**src/rtl/alu_sequencer.sv**
```systemverilog
// Command sequencer for an external combinational ALU: queues commands in a
// small FIFO, issues one at a time, and holds each result until it is consumed.
module alu_sequencer #(
  parameter int N     = 16,
  parameter int M     = 4,
  parameter int DEPTH = 4
) (
  input  logic         clk,
  input  logic         rst_n,
  input  logic         Cmd_Valid,
  output logic         Cmd_Ready,
  input  logic [M-1:0] Cmd_Mode,
  input  logic [N-1:0] Cmd_A,
  input  logic [N-1:0] Cmd_B,
  input  logic         Cmd_Cin,
  input  logic         Cmd_Chain,
  output logic [N-1:0] Alu_A,
  output logic [N-1:0] Alu_B,
  output logic         Alu_Cin,
  output logic [M-1:0] Alu_Mode,
  input  logic [N-1:0] Alu_Y,
  input  logic         Alu_Cout,
  input  logic         Alu_Overflow,
  output logic         Res_Valid,
  input  logic         Res_Ready,
  output logic [N-1:0] Res_Y,
  output logic         Res_Cout,
  output logic         Res_Overflow,
  output logic         Sticky_Ovf,
  input  logic         Clr_Sticky,
  output logic         Busy
);
  localparam int AW = $clog2(DEPTH);

  typedef struct packed {
    logic [M-1:0] mode;
    logic [N-1:0] a;
    logic [N-1:0] b;
    logic         cin;
    logic         chain;
  } cmd_t;

  typedef enum logic [1:0] {ST_IDLE, ST_WAIT, ST_HOLD} state_t;

  cmd_t          mem [DEPTH];
  cmd_t          head;
  logic [AW:0]   wr_ptr, rd_ptr;
  logic          full, empty, push, pop;
  logic [N-1:0]  last_y;
  state_t        state_q, state_d;

  // Extra MSB on the pointers distinguishes full from empty.
  assign full      = (wr_ptr[AW] != rd_ptr[AW]) && (wr_ptr[AW-1:0] == rd_ptr[AW-1:0]);
  assign empty     = (wr_ptr == rd_ptr);
  assign Cmd_Ready = !full;
  assign push      = Cmd_Valid && !full;
  assign pop       = (state_q == ST_IDLE) && !empty;
  assign head      = mem[rd_ptr[AW-1:0]];
  assign Busy      = (state_q != ST_IDLE) || !empty;

  always_ff @(posedge clk) begin
    if (push) mem[wr_ptr[AW-1:0]] <= '{mode: Cmd_Mode, a: Cmd_A, b: Cmd_B,
                                       cin: Cmd_Cin, chain: Cmd_Chain};
  end

  always_ff @(posedge clk or negedge rst_n) begin
    if (!rst_n) begin
      wr_ptr <= '0;
      rd_ptr <= '0;
    end else begin
      if (push) wr_ptr <= wr_ptr + 1'b1;
      if (pop)  rd_ptr <= rd_ptr + 1'b1;
    end
  end

  always_ff @(posedge clk or negedge rst_n) begin
    if (!rst_n) state_q <= ST_IDLE;
    else        state_q <= state_d;
  end

  always_comb begin
    state_d = state_q;
    case (state_q)
      ST_IDLE: if (!empty) state_d = ST_WAIT;
      ST_WAIT: state_d = ST_HOLD;
      ST_HOLD: if (Res_Ready) state_d = ST_IDLE;
      default: state_d = ST_IDLE;
    endcase
  end

  always_ff @(posedge clk or negedge rst_n) begin
    if (!rst_n) begin
      Alu_A        <= '0;
      Alu_B        <= '0;
      Alu_Cin      <= 1'b0;
      Alu_Mode     <= '0;
      Res_Valid    <= 1'b0;
      Res_Y        <= '0;
      Res_Cout     <= 1'b0;
      Res_Overflow <= 1'b0;
      last_y       <= '0;
      Sticky_Ovf   <= 1'b0;
    end else begin
      if (pop) begin
        Alu_A    <= head.chain ? last_y : head.a;
        Alu_B    <= head.b;
        Alu_Cin  <= head.cin;
        Alu_Mode <= head.mode;
      end
      if (state_q == ST_WAIT) begin
        Res_Y        <= Alu_Y;
        Res_Cout     <= Alu_Cout;
        Res_Overflow <= Alu_Overflow;
        last_y       <= Alu_Y;
        Res_Valid    <= 1'b1;
      end else if (state_q == ST_HOLD && Res_Ready) begin
        Res_Valid <= 1'b0;
      end
      // A capture wins over a simultaneous clear.
      if (state_q == ST_WAIT && Alu_Overflow) Sticky_Ovf <= 1'b1;
      else if (Clr_Sticky)                     Sticky_Ovf <= 1'b0;
    end
  end
endmodule
```
**config.mk**
```make
export PLATFORM = sky130hd
export DESIGN_NAME = alu_sequencer
export DESIGN_NICKNAME = d
export VERILOG_FILES = /design/src/rtl/alu_sequencer.sv
export SDC_FILE = /design/constraint.sdc
export NUM_CORES = 1
export LEC_CHECK = 0
export CAP_MARGIN = 10
export CELL_PAD_IN_SITES_DETAIL_PLACEMENT = 0
export CELL_PAD_IN_SITES_GLOBAL_PLACEMENT = 1
export CORE_MARGIN = 3
export CORE_UTILIZATION = 50
export CTS_CLUSTER_DIAMETER = 30
export DETAILED_ROUTE_END_ITERATION = 7
export PLACE_DENSITY_LB_ADDON = 0.08
export RECOVER_POWER = 25
export SETUP_SLACK_MARGIN = 0.15
export SLEW_MARGIN = 10
export SYNTH_ARGS = -nofsm -noshare
export SYNTH_HDL_FRONTEND = slang
export SYNTH_SLANG_ARGS = --single-unit
```
**constraint.sdc**
```tcl
create_clock -name clk -period 3.7 [get_ports clk]
set_input_delay 0.74 -clock clk [delete_from_list [all_inputs] [get_ports clk]]
set_output_delay 0.74 -clock clk [all_outputs]
set_load 0.02 [all_outputs]
```
==> results of run 1 <==
[cell usage in the layout, fill, tap and decap left out, types with 3 or more instances in the layout]
cell                              netlist  routed
sky130_fd_sc_hd__mux4_2                38      38
sky130_fd_sc_hd__inv_1                  6       5
sky130_fd_sc_hd__nand2_1                3       3
sky130_fd_sc_hd__inv_8                  0       4
sky130_fd_sc_hd__clkbuf_16              0      41
sky130_fd_sc_hd__clkinv_4               0       4
sky130_fd_sc_hd__xor2_1                 4       4
sky130_fd_sc_hd__mux2_4                20      20
sky130_fd_sc_hd__dfrtp_1               65      63
sky130_fd_sc_hd__dlygate4sd3_1          0      31
sky130_fd_sc_hd__clkinvlp_4             0       6
sky130_fd_sc_hd__clkbuf_1               4       3
sky130_fd_sc_hd__mux2_2                52      52
sky130_fd_sc_hd__ha_1                   5       5
sky130_fd_sc_hd__xnor2_1                4       4
sky130_fd_sc_hd__buf_4                  0      10
sky130_fd_sc_hd__edfxtp_1             152     152
sky130_fd_sc_hd__bufinv_16              0       7
sky130_fd_sc_hd__and2_2                 0       3
sky130_fd_sc_hd__clkdlybuf4s50_1        0      87
[cell type report]
class / instances / share of cell area (%)
sequential: 217 / 55.4
multi-input combinational: 143 / 17.9
timing repair buffer: 129 / 11.4
clock buffer: 45 / 9.39
clock inverter: 27 / 3.38
tap: 216 / 2.41
inverter: 6 / 0.201
[logic make-up after synthesis]
logic type	Yosys count	synth area share [%]
AOI/OAI and AO/OA	8	0.663
xor gates and xnor gates	8	0.844
adders and majority gates	5	0.754
buffers and inverters	23	1.42
DFF	217	74.6
muxes	110	21.0
and+or+nand+nor	12	0.754
[critical path, stage by stage, from the launching register on]
cell and delay [ns]:
sky130_fd_sc_hd__dfrtp_4 0.61, sky130_fd_sc_hd__xor2_1 0.40, sky130_fd_sc_hd__nor2_1 0.12, sky130_fd_sc_hd__nand3_1 0.10, sky130_fd_sc_hd__clkdlybuf4s50_1 0.60
[metrics by stage]
stage	utilization (%)	area [um^2]
finish	69.7	11200
global route	69.7	11200
CTS	69.7	11200
detailed placement	60.8	9760
global placement	60.8	9760
floorplan	-	8300
[flip-flops by register name, indices dropped and copies added (netlist names), 2 cells and up]
name      cells
state_q       2
rd_ptr        3
Alu_A        16
Alu_B        16
wr_ptr        3
Alu_Mode      4
Res_Y        16
mem         152
[power groups by stage]
stage / Sequential, uW / Combinational [uW] / Clock [uW]
3_5_place_dp: 3850 / 3800 / 0
6_report: 3810 / 3750 / 3790
4_1_cts: 3830 / 3830 / 3850
2_1_floorplan: 4130 / 2190 / 0
5_1_grt: 3910 / 4020 / 3960
3_3_place_gp: 3820 / 3750 / 0
[routing by layer]
| metal | GRT usage [%] | wire length (um) |
|---|---|---|
| met2 | 30.0 | 7850 |
| met1 | 24.4 | 6740 |
| met3 | 5.07 | 1050 |
| met4 | 6.73 | 391 |
| met5 | 0 | 0 |
[worst paths after layout]
kind | from | end | slack, ns | cells after the start
worst max register to register | rd_ptr[0]$_DFFE_PN0P_ | mem[0][2]$_DFFE_PP_ | 1.17 | 4
worst max-delay path | rd_ptr[0]$_DFFE_PN0P_ | Busy | 0.63 | 4
worst min-delay path | rst_n | Res_Y[14]$_DFFE_PN0P_ | 0.36 | 1
min in group clk | Alu_Cin$_DFFE_PN0P_ | Alu_Cin$_DFFE_PN0P_ | 0.50 | 1
worst min register to register | Alu_Cin$_DFFE_PN0P_ | Alu_Cin$_DFFE_PN0P_ | 0.50 | 1
max in group asynchronous | rst_n | rd_ptr[0]$_DFFE_PN0P_ | 2.68 | 1
==> summary by stage, run 1 <==
Setup path
The class of the most critical setup path is reg2out. The endpoint required time on the critical path is 2.96 ns. The largest fanout of any net on the critical path is 17. The category of the worst setup path launch point is a flop.

The data arrival time at the worst-slack endpoint is 2.33 ns. The type of element capturing the critical path is an output pin.

Pwr
The power density over the cells is 1010 mW/mm^2. The design draws 11300 uW. The switching fraction of total power is 29.1%. Per report_power, the sequential group accounts for 33.6% of the total. Combinational cells account for 33.0% of the total power. Summed over all nets, the switching power comes to 3310 uW. Across the VDD grid, the largest voltage drop is 0.000719 V. Internal power comes to 8040 uW. The clock network is responsible for 33.4% of the overall power.

Summed over all cells, the static leakage comes to 0.00410 uW.

STA
Setup repair after global routing left no endpoint under its margin. The post-layout worst setup margin is 0.628 ns. The final worst hold slack is 0.363 ns. The worst setup skew after layout is 0.0162 ns. At the pin with the least slew margin, the transition time is 1.04 ns. The maximum clock frequency is 0.326 GHz.

The time the worst path needs with I/O delays and setup is 3.07 ns. The number of hold violations in the final report is 0. The total negative slack for setup checks is 0 ns.

In this run the tightest slew margin relative to its limit is 30.1%. The final max-slew violation count is 0. The worst path uses 83.0% of the clock period. The number of setup violations in the final report is 0.

Cells and area
The area of the multi-input gates is 0.00200 mm^2. The number of antenna diodes in the final layout is 0. The area added between synthesis and finish is 34.9%.

The final layout contains 603 nets. Fill cells in the final layout number 988. Registers take 0.00620 mm^2. Of the cells placed in the final design, the portion with a size suffix greater than 1 is 34.7%. The number of cells in the finished layout apart from fillers is 783.

Synth
The net count after synthesis is 449. After synthesis, the share of flip-flops with an asynchronous set or reset is 30.0%. The cell area that synthesis handed to floorplanning was 0.00830 mm^2. The count of cell types in the netlist is 24.

The post-synthesis instance total is 383. After synthesis, the largest area contributor takes up 55.0% of total cell area. The commonest cells after synthesis are 152 x sky130_fd_sc_hd__edfxtp_1, 65 x sky130_fd_sc_hd__dfrtp_1, 52 x sky130_fd_sc_hd__mux2_2. In this run, synthesis produced a sequential element count of 217. The dominant register cell in the synthesized netlist is sky130_fd_sc_hd__edfxtp_1. The most common cell in the synthesized netlist is sky130_fd_sc_hd__edfxtp_1. In this run the mean area of a mapped cell was 21.7 um^2.

Sorting the synthesized cells by area gives the leading types as sky130_fd_sc_hd__edfxtp_1 55%, sky130_fd_sc_hd__dfrtp_1 20%, sky130_fd_sc_hd__mux4_2 10%. The fraction of the yosys area taken by sequential cells is 74.6%. The number of flops mapped to enable cells by yosys is 152. sky130_fd_sc_hd__edfxtp_1 takes more of the synthesized area than any other cell. The yosys synthesis warning count is 0.

Clock network
Clock-pin slew was measured on the worst setup and hold paths at 0.05 ns. Counting every sink on the clock net gives 217. The root buffer selected by CTS is sky130_fd_sc_hd__clkbuf_16. TritonCTS built the clock tree.

The H-tree depth reported by CTS is 2. Clock tree synthesis inserted a total of 40 buffers. The number of buffers added to fix hold violations after cts is 0. The clock latency on the worst-skew pair is 0.51 ns. The count of instances resized after the clock tree is built is 0. The number of buffers inserted to repair setup after CTS is 0. The number of buffers on the longest clock path is 3.

Route
The via density per instance is 5.28. The via count is 4135. Before antenna repair, the detailed router went through 4 iterations. The post-detailed-route count of antenna-violating nets is 0. In the final routed layout, each cell accounts on average for 20.5 um.

In this run, the number of DRC markers left after iteration 0 of detailed routing was 193. The number of DRC violations after detailed routing is 0. The aggregate routed wire length is 16000 um.

GRT
The residual overflow from global routing is 0. The initial antenna violation count was 0. Entering global routing, the biggest net connects 66 pins. The first-pass GRT wire length is 25500 um. The overall routing resource usage is 18.5%.

The number of global-route vias before repair is 4547.

Floorplan
Once the floorplan was initialized, standard cells occupied 51.7% of the core. The die covers 0.0182 mm^2. The area inside the core boundary is 0.0161 mm^2. In this run the core area contains 46 standard-cell rows. 120 I/O pins were placed. The floorplan step set the die width to 135 um. From bottom edge to top edge, the die measures 135 um.

Placement
The worst setup timing slack at the placement stage is 0.990 ns. The number of placed instances with taps included is 711. The placer's final routability congestion estimate is 0.749. The HPWL after detailed placement is 9560 um. The number of port buffers is 119.

Worst hold path
In this run the worst hold path is classified as in2async.

Status
The flow ran to the end, and the final reports show no timing, DRC or antenna violations.

Run
The number of max-cap violations is 0.
Note: power is estimated with default switching activity, not from simulation.
==> run 2: changes to the inputs <==
--- a/config.mk
+++ b/config.mk
@@ -9,7 +9,7 @@
 export CELL_PAD_IN_SITES_DETAIL_PLACEMENT = 0
 export CELL_PAD_IN_SITES_GLOBAL_PLACEMENT = 1
 export CORE_MARGIN = 3
-export CORE_UTILIZATION = 50
+export CORE_UTILIZATION = 47
 export CTS_CLUSTER_DIAMETER = 30
 export DETAILED_ROUTE_END_ITERATION = 7
 export PLACE_DENSITY_LB_ADDON = 0.08
==> constraint.sdc (replaced) <==
create_clock -name clk -period 2.83 [get_ports clk]
set_input_delay 0.566 -clock clk [delete_from_list [all_inputs] [get_ports clk]]
set_output_delay 0.566 -clock clk [all_outputs]
set_load 0.02 [all_outputs]
==> summary by stage, run 2 (synthesis results as in run 1) <==
Status
The flow ran to the end, and the final reports show no timing, DRC or antenna violations.

STA
The worst pin sits at a relative slew slack of 10.9%. The number of setup violations in the final report is 0. Across all setup checks in the final design, the least slack found is 0.412 ns. The total negative slack for setup checks is 0 ns. Final hold analysis gives a worst-case slack of 0.371 ns. The final max-slew violation count came to 0. Dividing the final minimum period by the clock period gives 85.4%. Setup repair after global routing left no endpoint under its margin. The maximum clock frequency is 0.414 GHz.

The number of hold violations in the final report is 0. The transition time at the pin with the least slew margin is 1.34 ns. The time the worst path needs with I/O delays and setup is 2.42 ns.

The worst setup skew after layout is 0.0154 ns.

Pwr
Summed over all cells, the static leakage comes to 0.00413 uW. The maximum vdd drop is 0.000744 V. The internal power is 10500 uW. The relative contribution of the clock network to total power is 32.6%.

In this run the power density over the cells is 1310 mW/mm^2. The switching fraction of total power is 29.4%. The combinational fraction of design power is 34.2%. In this run the power spent charging and discharging nets is 4360 uW. Of the total power, registers draw 33.2%.

GRT
The first global-routing pass estimated 25600 um of wire. The residual overflow from global routing is 0. The global routing stage identified its most utilized layer as met2.

The met3 usage in global routing is 4.07%. The largest net degree at the start of global routing is 50. The met1 usage is 22.3%. The overall routing resource usage is 16.9%. The number of global-route vias before repair is 4621.

The met2 usage is 27.5%. The initial antenna violation count was 0.

Cells and area
Relative to the synthesized area, the layout overhead comes to 36.2%. In the final layout, flip-flops and latches occupy 0.00620 mm^2. The library cells used most frequently in the layout, excluding fill and tap cells, are 152 x sky130_fd_sc_hd__edfxtp_1, 96 x sky130_fd_sc_hd__clkdlybuf4s50_1, 63 x sky130_fd_sc_hd__dfrtp_1. The number of filler cells placed in the layout is 1125. The area of the multi-input gates is 0.00201 mm^2.

The most common library cell in the layout ignoring fill and taps is sky130_fd_sc_hd__edfxtp_1. The finished layout holds 796 standard cells, fillers aside. The number of diodes added for antenna fixing is 0.

The final core area utilization is 66.8%. The flip-flop count of the largest register, all copies and words added is 152. Of the cells placed in the final design, the portion with a size suffix greater than 1 is 35.8%. The number of nets at the end of the flow is 609.

Clock network
The CTS buffer count is 41. The clock-pin slew of the registers on the worst-case setup and hold paths is 0.05 ns. The TritonCTS clock tree is built. The number of buffers on the longest clock path is 3. The root buffer selected by CTS is sky130_fd_sc_hd__clkbuf_16. The H-tree depth reported by CTS is 2. The clock reaches the later pin of the worst-skew pair after 0.51 ns.

After clock tree synthesis, the flow added hold-fix buffers numbering 0. The number of sinks on the clock net is 217.

Worst hold path
In this run the worst hold path is classified as in2async.

Floorplan
The die extent in y is 139 um. The top-level port count is 120. The area inside the core boundary is 0.0169 mm^2. For this configuration, the core starts out at a cell density of 49.0%. The chip width is 139 um. The floorplan step defined a die boundary enclosing 0.0193 mm^2.

After floorplanning, the core was divided into 47 placement rows.

Route
The number of search-and-repair iterations in the first detailed-routing pass is 4. After detailed routing, the total wire length is 15600 um. The via density per instance is 5.17. In the final routed layout, each cell accounts on average for 19.6 um. In the routed design, unresolved DRC markers number 0. The detail route stage leaves a number of antenna-violating nets equal to 0.

The initial detailed-routing violation count is 188. The final route contains 4117 vias.

Placement
The worst setup timing slack at the placement stage is 0.434 ns. The placer's final routability congestion estimate is 0.709. After legalization and detailed placement, the total HPWL measured 9500 um. The number of placed instances with taps included is 720.

The count of buffers added on input and output ports is 119.

Setup path
The worst setup path is captured at an output pin. STA puts the critical path data required time at 2.26 ns. The category of the worst setup path launch point is a flop. Along the worst path, the maximum fanout reaches 5. The worst setup path is of the reg2out kind.

STA puts the critical path data arrival time at 1.85 ns.

Run
The number of max-cap violations is 0.
## run 2: cell count changes in the layout (fill, tap and decap cells not counted), sizes merged
| cell | delta |
|---|---|
| bufinv | -3 |
| dlygate4sd2 | +1 |
| dlymetal6s2s | +1 |
| clkbuf | +3 |
| inv | +4 |
| buf | +4 |
| dlygate4sd3 | -11 |
| clkinvlp | +1 |
| clkdlybuf4s50 | +9 |
## run 2: area by class of cell
class	count	area share (%)
Timing Repair Buffer	134	12.3
Clock inverter	29	2.74
Clock buffer	47	9.74
Sequential cell	217	54.8
Inverter	6	0.199
Tap cell	220	2.43
Multi-Input combinational cell	143	17.8
## run 2: stage by stage
step                      total power, uW  cell area, um^2
after floorplan                      8260             8300
after global placement              10000             9880
after detailed placement            10100             9880
after CTS                           15100            11300
after global routing                15600            11300
final                               14800            11300
## run 2: path summary, 6_finish.rpt
| path | slack, ns | depth (start not counted) | to | start |
|---|---|---|---|---|
| max in group asynchronous | 1.51 | 1 | rd_ptr[0]$_DFFE_PN0P_ | rst_n |
| max reg2reg | 0.46 | 4 | Alu_A[6]$_DFFE_PN0P_ | rd_ptr[0]$_DFFE_PN0P_ |
| min | 0.37 | 1 | wr_ptr[1]$_DFFE_PN0P_ | rst_n |
| min reg2reg | 0.50 | 1 | Alu_B[10]$_DFFE_PN0P_ | Alu_B[10]$_DFFE_PN0P_ |
| max | 0.41 | 4 | Busy | rd_ptr[0]$_DFFE_PN0P_ |
| min in group clk | 0.50 | 1 | Alu_B[10]$_DFFE_PN0P_ | Alu_B[10]$_DFFE_PN0P_ |
## run 2: critical path: stages (launching register included)
cell	delay [ns]
sky130_fd_sc_hd__dfrtp_4	0.49
sky130_fd_sc_hd__xor2_2	0.21
sky130_fd_sc_hd__nor2_1	0.15
sky130_fd_sc_hd__nand3_1	0.14
sky130_fd_sc_hd__dlygate4sd2_1	0.36
## run 2: timing repair
item | 4_1_cts | 5_1_grt
cloned | 0 | 0
resized for setup | 3 | 1
endpoints found under the setup margin | 2 | 1
buffers inserted | 0 | 0
hold endpoints to repair | 0 | 0
## run 2: power groups by stage
stage / registers, uW / logic [uW] / clock network [uW]
2_1_floorplan: 5400 / 2860 / 0
3_5_place_dp: 4970 / 5170 / 0
5_1_grt: 5030 / 5460 / 5090
6_report: 4920 / 5070 / 4830
3_3_place_gp: 4910 / 5110 / 0
4_1_cts: 4930 / 5200 / 4930
## run 2: routing by layer
| metal | part of all wire, % | vias up |
|---|---|---|
| li1 | - | 1863 |
| met1 | 44 | 2096 |
| met2 | 48 | 125 |
| met3 | 5.6 | 33 |
| met4 | 2.6 | 0 |
| met5 | 0 | - |
